## src/rtl/i2s_rx_stereo_if.sv

```systemverilog
// Codec-side serial inputs and stereo sample outputs of the I2S receiver.
// The master drives the serial lines; the receiver is the slave.
interface i2s_rx_stereo_if #(
    parameter int DATA_WIDTH = 16
);
    logic                  enable;
    logic                  CLRCLK;
    logic                  in;
    logic [DATA_WIDTH-1:0] left_data;
    logic [DATA_WIDTH-1:0] right_data;
    logic                  ready;
    logic                  frame_err;

    modport master (
        output enable,
        output CLRCLK,
        output in,
        input  left_data,
        input  right_data,
        input  ready,
        input  frame_err
    );

    modport slave (
        input  enable,
        input  CLRCLK,
        input  in,
        output left_data,
        output right_data,
        output ready,
        output frame_err
    );
endinterface

```

## src/rtl/i2s_rx_stereo.sv

```systemverilog
// Stereo I2S / left-justified receiver in the codec bit-clock domain.
// Emits a left/right pair with a one-cycle ready strobe per frame.
module i2s_rx_stereo #(
    parameter int DATA_WIDTH = 16,
    parameter bit LJ_MODE    = 1'b0
) (
    input logic           clock_i,
    input logic           reset_i,
    i2s_rx_stereo_if.slave bus
);

    localparam int CW = $clog2(DATA_WIDTH);
    localparam logic [CW-1:0] LAST = CW'(DATA_WIDTH - 1);

    typedef logic [DATA_WIDTH-1:0] word_t;

    typedef enum logic [2:0] {
        SYNC,
        SHIFT_L,
        WAIT_L,
        SHIFT_R,
        WAIT_R
    } state_e;

    state_e          state_q, state_d;
    logic            lr_q;
    logic [CW-1:0]   bitcnt_q, bitcnt_d;
    word_t           sreg_q, sreg_d;
    word_t           hold_q, hold_d;
    word_t           left_q, left_d;
    word_t           right_q, right_d;
    logic            ready_q, ready_d;
    logic            err_q, err_d;

    logic            edge_w;
    logic            fall_w;
    logic            rise_w;
    logic            last_w;
    logic            corner_w;
    logic            go_l;
    logic            go_r;
    word_t           shifted_w;
    word_t           start_sreg;
    logic [CW-1:0]   start_cnt;

    assign edge_w    = bus.CLRCLK ^ lr_q;
    assign fall_w    = edge_w & ~bus.CLRCLK;
    assign rise_w    = edge_w & bus.CLRCLK;
    assign last_w    = (bitcnt_q == LAST);
    assign shifted_w = {sreg_q[DATA_WIDTH-2:0], bus.in};

    // An I2S slot of exactly DATA_WIDTH bits puts its LSB on the next edge.
    assign corner_w  = last_w & ~LJ_MODE;

    // LJ takes the MSB on the edge cycle; I2S skips it.
    assign start_sreg = LJ_MODE ? {{(DATA_WIDTH-1){1'b0}}, bus.in} : '0;
    assign start_cnt  = LJ_MODE ? CW'(1) : '0;

    always_comb begin
        state_d  = state_q;
        bitcnt_d = bitcnt_q;
        sreg_d   = sreg_q;
        hold_d   = hold_q;
        left_d   = left_q;
        right_d  = right_q;
        ready_d  = 1'b0;
        err_d    = 1'b0;
        go_l     = 1'b0;
        go_r     = 1'b0;

        if (!bus.enable) begin
            state_d  = SYNC;
            bitcnt_d = '0;
            sreg_d   = '0;
            hold_d   = '0;
        end else begin
            unique case (state_q)
                SYNC: begin
                    go_l = fall_w;
                end
                SHIFT_L, SHIFT_R: begin
                    if (edge_w && !corner_w) begin
                        err_d  = ~err_q;
                        hold_d = '0;
                        if (fall_w) begin
                            go_l = 1'b1;
                        end else begin
                            state_d  = SYNC;
                            bitcnt_d = '0;
                            sreg_d   = '0;
                        end
                    end else if (last_w) begin
                        if (state_q == SHIFT_L) begin
                            hold_d  = shifted_w;
                            state_d = WAIT_L;
                            go_r    = rise_w;
                        end else begin
                            right_d = shifted_w;
                            left_d  = hold_q;
                            ready_d = 1'b1;
                            state_d = WAIT_R;
                            go_l    = fall_w;
                        end
                    end else begin
                        sreg_d   = shifted_w;
                        bitcnt_d = bitcnt_q + CW'(1);
                    end
                end
                WAIT_L: begin
                    go_r = rise_w;
                end
                WAIT_R: begin
                    go_l = fall_w;
                end
                default: begin
                    state_d = SYNC;
                end
            endcase

            if (go_l) begin
                state_d  = SHIFT_L;
                sreg_d   = start_sreg;
                bitcnt_d = start_cnt;
            end
            if (go_r) begin
                state_d  = SHIFT_R;
                sreg_d   = start_sreg;
                bitcnt_d = start_cnt;
            end
        end
    end

    always_ff @(posedge clock_i) begin
        if (reset_i) begin
            state_q  <= SYNC;
            lr_q     <= bus.CLRCLK;
            bitcnt_q <= '0;
            sreg_q   <= '0;
            hold_q   <= '0;
            left_q   <= '0;
            right_q  <= '0;
            ready_q  <= 1'b0;
            err_q    <= 1'b0;
        end else begin
            state_q  <= state_d;
            lr_q     <= bus.CLRCLK;
            bitcnt_q <= bitcnt_d;
            sreg_q   <= sreg_d;
            hold_q   <= hold_d;
            left_q   <= left_d;
            right_q  <= right_d;
            ready_q  <= ready_d;
            err_q    <= err_d;
        end
    end

    assign bus.left_data  = left_q;
    assign bus.right_data = right_q;
    assign bus.ready      = ready_q;
    assign bus.frame_err  = err_q;

endmodule
```

## src/flat_wrapper.sv

```systemverilog
// flat-port wrapper written by rule: the top's interface ports become plain ports
module i2s_rx_stereo_flat 
#(
    parameter int DATA_WIDTH = 16,
    parameter bit LJ_MODE    = 1'b0
)
  (clock_i, reset_i, bus_enable, bus_CLRCLK, bus_in, bus_left_data, bus_right_data, bus_ready, bus_frame_err);
  i2s_rx_stereo_if #(.DATA_WIDTH(DATA_WIDTH)) bus_i ();
  input logic clock_i;
  input logic reset_i;
  input wire logic [$bits(bus_i.enable)-1:0] bus_enable;
  input wire logic [$bits(bus_i.CLRCLK)-1:0] bus_CLRCLK;
  input wire logic [$bits(bus_i.in)-1:0] bus_in;
  output wire logic [$bits(bus_i.left_data)-1:0] bus_left_data;
  output wire logic [$bits(bus_i.right_data)-1:0] bus_right_data;
  output wire logic [$bits(bus_i.ready)-1:0] bus_ready;
  output wire logic [$bits(bus_i.frame_err)-1:0] bus_frame_err;
  assign bus_i.enable = bus_enable;
  assign bus_i.CLRCLK = bus_CLRCLK;
  assign bus_i.in = bus_in;
  assign bus_left_data = bus_i.left_data;
  assign bus_right_data = bus_i.right_data;
  assign bus_ready = bus_i.ready;
  assign bus_frame_err = bus_i.frame_err;
  i2s_rx_stereo #(.DATA_WIDTH(DATA_WIDTH), .LJ_MODE(LJ_MODE)) u_core (.clock_i(clock_i), .reset_i(reset_i), .bus(bus_i));
endmodule
```

## config.mk

```make
export PLATFORM = sky130hd
export DESIGN_NAME = i2s_rx_stereo_flat
export DESIGN_NICKNAME = d
export VERILOG_FILES = /design/src/rtl/i2s_rx_stereo_if.sv /design/src/rtl/i2s_rx_stereo.sv /design/src/flat_wrapper.sv
export SDC_FILE = /design/constraint.sdc
export NUM_CORES = 1
export LEC_CHECK = 0
export CAP_MARGIN = 20
export CORE_MARGIN = 2
export CORE_UTILIZATION = 45
export DETAILED_ROUTE_END_ITERATION = 8
export GPL_ROUTABILITY_DRIVEN = 0
export PLACE_DENSITY_LB_ADDON = 0.1
export SLEW_MARGIN = 20
export SYNTH_ARGS = -nofsm -noshare
export SYNTH_HDL_FRONTEND = slang
export SYNTH_SLANG_ARGS = --single-unit
```

## constraint.sdc

```tcl
create_clock -name clock_i -period 1.9 [get_ports clock_i]
set_input_delay 0.475 -clock clock_i [delete_from_list [all_inputs] [get_ports clock_i]]
set_output_delay 0.475 -clock clock_i [all_outputs]
set_load 0.1 [all_outputs]
```

=== Word-level counts from Yosys, hierarchy flattened ===
Index checks and enable logic that the tools add are counted.

* Bits in registers: 73
* Latch bits: 0
* Memory bits (writable): 0
* Memory bits (read-only): 0
* Output and inout port bits: 34
* Memories kept: 0

* Add/subtract/negate cells: 1
* Multipliers: 0
* Div/mod/pow operators: 0
* $lt $le $gt $ge: 0
* Equal/unequal tests: 12
* Shift operators: 0
* Mux-type cells: 28
* Bitwise gates (word level): 11
* Reduce and logical (&&, ||, !) cells: 17

{| class="wikitable"
|+ Operators by type and width
! operator !! count
|-
| two-way mux 16 bit || 3
|-
| two-way mux 15 bit || 3
|-
| two-way mux 3 bit || 4
|-
| two-way mux 4 bit || 3
|-
| AND reduction 3 bit || 4
|-
| two-way mux 1 bit || 10
|-
| inverter 1 bit || 8
|-
| OR reduction 4 bit || 2
|-
| equality test 3 x 2 -> 1 bit, second input constant || 2
|-
| inequality test 3 x 1 -> 1 bit, second input constant || 2
|-
| one-hot mux 3 bit (2 select lines) || 1
|-
| OR reduction 2 bit || 3
|-
| inequality test 5 x 1 -> 1 bit, second input constant || 1
|-
| inequality test 5 bit, second input constant || 1
|-
| AND reduction 5 bit || 1
|-
| OR reduction 5 bit || 1
|-
| adder 4 x 1 -> 4 bit, second input constant || 1
|-
| equality test 4 bit, second input constant || 1
|-
| two-way mux 2 bit || 2
|-
| inequality test 2 bit, second input constant || 2
|-
| one-hot mux 1 bit (2 select lines) || 2
|-
| nonzero test 2 bit || 2
|-
| equality test 3 x 1 -> 1 bit, second input constant || 1
|-
| equality test 3 bit, second input constant || 1
|-
| other kinds (7) || 8
|}

=== Longest topological paths before layout ===
* Depth after elaboration: 9
* Gate-level depth with buffers: 8

=== Worst setup path after synthesis ===
No wires, ideal clock.

* Kind: input -> register
* From: input port bus_CLRCLK
* To: register u_core.sreg_q[10]
* Library setup time: 79 ps
* Data arrival time: 1,733 ps
* Data required time: 1,821 ps
* Setup slack: 87 ps
* Stages on the path: 6
* Buffers on the path: 2
* Path through: inv_1 ha_1 clkbuf_1 clkbuf_1 nand4_1 a211oi_2

* Word-level cells in the longest chain between the ends: 8
* Elaborated cells between the ends (all ways): 21
* Those cells by class: eq/ne: 2; mux: 12; bitwise: 4; reduce/logical: 3

{| class="wikitable"
|+ Ends and longest elaborated chain
! item !! line !! text
|-
| start: declaration || flat_wrapper.sv:12 || <nowiki>input wire logic [$bits(bus_i.CLRCLK)-1:0] bus_CLRCLK;</nowiki>
|-
| XOR 1 bit or inverter 1 bit (tied branches) || i2s_rx_stereo.sv:46, i2s_rx_stereo.sv:47 ||
|-
| bitwise AND 1 bit, on equally long branches || i2s_rx_stereo.sv:48, i2s_rx_stereo.sv:47 ||
|-
| two-way mux 1 bit || i2s_rx_stereo.sv:93 || <nowiki>if (state_q == SHIFT_L) begin</nowiki>
|-
| two-way mux 1 bit || i2s_rx_stereo.sv:92 || <nowiki>end else if (last_w) begin</nowiki>
|-
| two-way mux 1 bit || i2s_rx_stereo.sv:82 || <nowiki>if (edge_w && !corner_w) begin</nowiki>
|-
| one-hot mux 1 bit (2 select lines) || i2s_rx_stereo.sv:77 || <nowiki>unique case (state_q)</nowiki>
|-
| two-way mux 1 bit || i2s_rx_stereo.sv:71 || <nowiki>if (!bus.enable) begin</nowiki>
|-
| OR reduction 4 bit (no line) || n/a ||
|-
| end signal: assignment || i2s_rx_stereo.sv:148 || <nowiki>sreg_q <= sreg_d;</nowiki>
|-
| end: declaration || i2s_rx_stereo.sv:28 || <nowiki>word_t sreg_q, sreg_d;</nowiki>
|}

Several ways; a longest one is shown, not always the timed one. The select of a mux whose other input is x is not followed.
A chain may end at the register's enable or synchronous reset.

=== Worst setup path in the final report ===
* From: register u_core.bitcnt_q[0]
* To: register u_core.sreg_q[14]

* Word-level cells in the longest chain between the ends: 7
* Elaborated cells between the ends (all ways): 16
* Those cells by class: eq/ne: 3; mux: 9; reduce/logical: 4

{| class="wikitable"
|+ Ends and longest elaborated chain
! item !! line !! text
|-
| start: declaration || i2s_rx_stereo.sv:27 || <nowiki>logic [CW-1:0] bitcnt_q, bitcnt_d;</nowiki>
|-
| start signal: assignment || i2s_rx_stereo.sv:147 || <nowiki>bitcnt_q <= bitcnt_d;</nowiki>
|-
| equality test 4 bit * || i2s_rx_stereo.sv:49 || <nowiki>assign last_w = (bitcnt_q == LAST);</nowiki>
|-
| zero test 1 bit || i2s_rx_stereo.sv:82 ||
|-
| logical AND 1 bit || i2s_rx_stereo.sv:82 ||
|-
| two-way mux 1 bit || i2s_rx_stereo.sv:82 ||
|-
| one-hot mux 1 bit (2 select lines) || i2s_rx_stereo.sv:77 ||
|-
| two-way mux 1 bit || i2s_rx_stereo.sv:71 ||
|-
| OR reduction 4 bit (no line) || n/a ||
|}

Every way passes the cells marked *; elsewhere a longest branch is shown, timed or not. The select of a mux whose other input is x is not followed.

==> flow_summary.json <==
{
  "status": "complete, no violations",
  "dp_hpwl_um": 4570,
  "drt_pre_antenna_iters": 4,
  "worstPathRequired_ns": 2.15,
  "endpoint_kind": "flop",
  "timing_worst_slew_pin_value_ns": 0.502,
  "clock_pin_slew_on_the_worst_setup_and_hold_paths_ns": 0.08,
  "tritoncts": "done",
  "synth.distinct_cells": 36,
  "ys_warn_count": 0,
  "fin_crit_share_pct": 96.0,
  "peakVddDrop_v": 0.000389,
  "synth_mux_area_share_pct": 0,
  "antenna_violating_nets_post_route": 0,
  "post-route-worst-setup-slack_ns": 0.0762,
  "crit_type": "reg -> reg",
  "fin_nets": 382,
  "reg2reg_slack_ns": 0.08,
  "leakage_nw": 1.45,
  "fin_cells": 456,
  "crit_family": "compound AO/OA/AOI/OAI gates",
  "finalCoreUtilization_pct": 66.5,
  "cts_made_buffers": 9,
  "finalClockSkew_ns": 0.00546,
  "synth_top_family_by_area": "compound AO/OA/AOI/OAI gates",
  "post_synth_instance_area_mm2": 0.00294,
  "min-delay-path-class": "reg -> reg",
  "drive_gt1_share_pct": 30.9,
  "most_common_library_cell_in_the_layout_ignoring_fill_and_taps": "sky130_fd_sc_hd__nand2_1",
  "synth-xor-area-share_pct": 0,
  "syn_nets": 326,
  "finalCriticalPeriod_ns": 1.82,
  "routed_wire_length_per_instance_um": 15.0,
  "hold-path-cell-count": 2,
  "finalMaxSlewViolations": 0,
  "fillerInstances": 486,
  "top_level_ports": 39,
  "setup.worst_path.start_class": "flop",
  "worst_slew_margin_rel_pct": 66.5,
  "layout_common_cells": "88 x sky130_fd_sc_hd__nand2_1, 71 x sky130_fd_sc_hd__dfxtp_1, 40 x sky130_fd_sc_hd__buf_12, 35 x sky130_fd_sc_hd__a21oi_1, 27 x sky130_fd_sc_hd__buf_4",
  "die_y_um": 84.9,
  "max_clock_freq_ghz": 0.548,
  "finalSetupViolations": 0,
  "synth_compound_area_share_pct": 22.3,
  "grt_first_pass_wirelength_um": 11500,
  "detail_route.wirelength_um": 6830,
  "port-buffer-count": 38,
  "postSynth.asyncResetShare_pct": 0,
  "worst_path_largest_cell_delay_ns": 0.38,
  "critPathArrivalTime_ns": 2.08,
  "synth_edf_count": 0,
  "place_ws_ns": -0.438,
  "maxCapViolCount": 0,
  "ctsRootBufferMaster": "sky130_fd_sc_hd__clkbuf_8",
  "ys_seq_area_share_pct": 49.7,
  "initial_antenna_violation_count": 0,
  "design.die.area_mm2": 0.00720,
  "clkLatencyLatePin_ns": 0.34,
  "power_per_cell_area_mw_per_mm2": 722,
  "average_cell_area_after_synthesis_um2": 9.25,
  "htreeDepth": 3,
  "postSynthCellCount": 318,
  "n_antenna_cell": 0,
  "worst-path-max-fanout": 10,
  "ys_ff_latch": 73,
  "drc_errors": 0,
  "dominantRegCellSynth": "sky130_fd_sc_hd__dfxtp_1",
  "overflow": 0,
  "drt_iter0_markers": 80,
  "grtUsageTotal_pct": 20.1,
  "number_of_global_route_vias_before_repair": 2350,
  "cell_count_along_the_critical_path": 7,
  "grt_max_degree": 33,
  "start_util_pct": 46.3,
  "rows": 29,
  "syn2layout_area_growth_pct": 43.5,
  "reg2reg_depth": 7,
  "die_span_in_x_um": 84.9,
  "core_area_mm2": 0.00635,
  "worstPathCellList": "ha_4 -> and3_1 -> a311oi_2 -> o21bai_4 -> buf_4 -> buf_12 -> a211oi_2",
  "avgViaCountPerCell": 5.36,
  "simple_gate_fraction_of_synth_area_pct": 20.8,
  "crit_slowest_cell": "sky130_fd_sc_hd__a311oi_2",
  "clock_tree.buffer_depth": 2,
  "synth_fa_ha_area_share_pct": 1.28,
  "fin_total_pwr_mw": 3.05,
  "cp_num_buf_inv": 2,
  "hold_buffers": 0,
  "tritoncts_num_sinks": 73,
  "place.detailed.instances": 437,
  "timing.final.hold_violations": 0,
  "worst_slack_on_hold_paths_ns": 0.462,
  "via_count": 2444
}
-- power by group --
group          internal, mW  switching (mW)  total [mW]  leakage (nW)
clock                 0.779           0.572        1.35         0.107
sequential             1.53         0.00194        1.53         0.589
combinational        0.0764          0.0884       0.165         0.754
total                  2.39           0.662        3.05          1.45
-- timing repair --
action | CTS | global route
setup endpoints to repair | 22 | 49
endpoints found under the hold margin | 0 | 0
gates cloned | 1 | 0
pin swaps | 2 | 2
resized for setup | 7 | 4
setup buffers | 1 | 1
-- cells in the mapped netlist, drive strengths merged, types with 2 or more instances --
cell type	count	area [um^2]
clkbuf	12	45.0
a311oi	2	23.8
o21ai	2	10.0
a21oi	36	184
nand2	88	330
nand3	5	35.0
a22o	16	140
and3	2	12.5
nand2b	4	25.0
nor2	3	11.3
ha	3	37.5
or3	3	18.8
nand4	17	106
buf	15	111
nor4	2	27.5
a211oi	18	225
inv	5	18.8
dfxtp	73	1460
-- sequential cells by signal (all words and copies together) (netlist names) --
| register | flops |
|---|---|
| u_core.lr_q | 1 |
| u_core.bus.left_data | 16 |
| u_core.bus.frame_err | 1 |
| u_core.bitcnt_q | 4 |
| u_core.bus.right_data | 16 |
| u_core.state_q | 3 |
| u_core.sreg_q | 15 |
| u_core.hold_q | 16 |
| u_core.bus.ready | 1 |
-- through the flow --
step | TNS [ns] | area [um^2]
2_1_floorplan | 0 | 2940
4_1_cts | 0 | 4200
3_3_place_gp | -12.77 | 3900
6_report | 0 | 4220
5_1_grt | -0.00228 | 4220
3_5_place_dp | -13.63 | 3900
-- routing by layer --
| layer | vias up | part of all wire (%) | track usage (%) |
|---|---|---|---|
| met2 | 55 | 46 | 31.3 |
| met5 | - | 0 | 0 |
| met3 | 12 | 3.9 | 4.96 |
| met4 | 0 | 1.4 | 6.78 |
| met1 | 1145 | 48 | 27.5 |
| li1 | 1232 | - | - |
-- worst min-delay path, stage by stage (launching register included) --
cell and delay, ns:
sky130_fd_sc_hd__dfxtp_1 0.32, sky130_fd_sc_hd__nand2_1 0.05, sky130_fd_sc_hd__a21oi_1 0.05
-- path summary, 6_finish.rpt --
kind                                        start                              endpoint
setup / recovery  u_core.bitcnt_q[0]$_SDFFE_PP0P_        u_core.sreg_q[14]$_SDFFE_PP0P_
hold / removal      u_core.hold_q[4]$_SDFFE_PP0P_  u_core.bus.left_data[4]$_SDFFE_PP0P_
setup reg to reg  u_core.bitcnt_q[0]$_SDFFE_PP0P_        u_core.sreg_q[14]$_SDFFE_PP0P_
hold reg to reg     u_core.hold_q[4]$_SDFFE_PP0P_  u_core.bus.left_data[4]$_SDFFE_PP0P_
-- layout make-up --
type	instances	area, um^2	area share (%)
inverters	5	18.8	0.445
multi-input cells	213	1350	32.0
clock buffers	12	145	3.44
repair buffers	72	1070	25.3
well taps	77	96.3	2.28
clock inverters	4	76.3	1.81
flip-flops and latches	73	1460	34.7
-- cell families after synthesis --
| family | count (synthesis) |
|---|---|
| AND/OR/NAND/NOR | 130 |
| buffers and inverters | 32 |
| flip-flops | 73 |
| AO/OA/AOI/OAI | 80 |
| adder cells (fa/ha/maj) | 3 |
(Power assumes the default switching activity.)
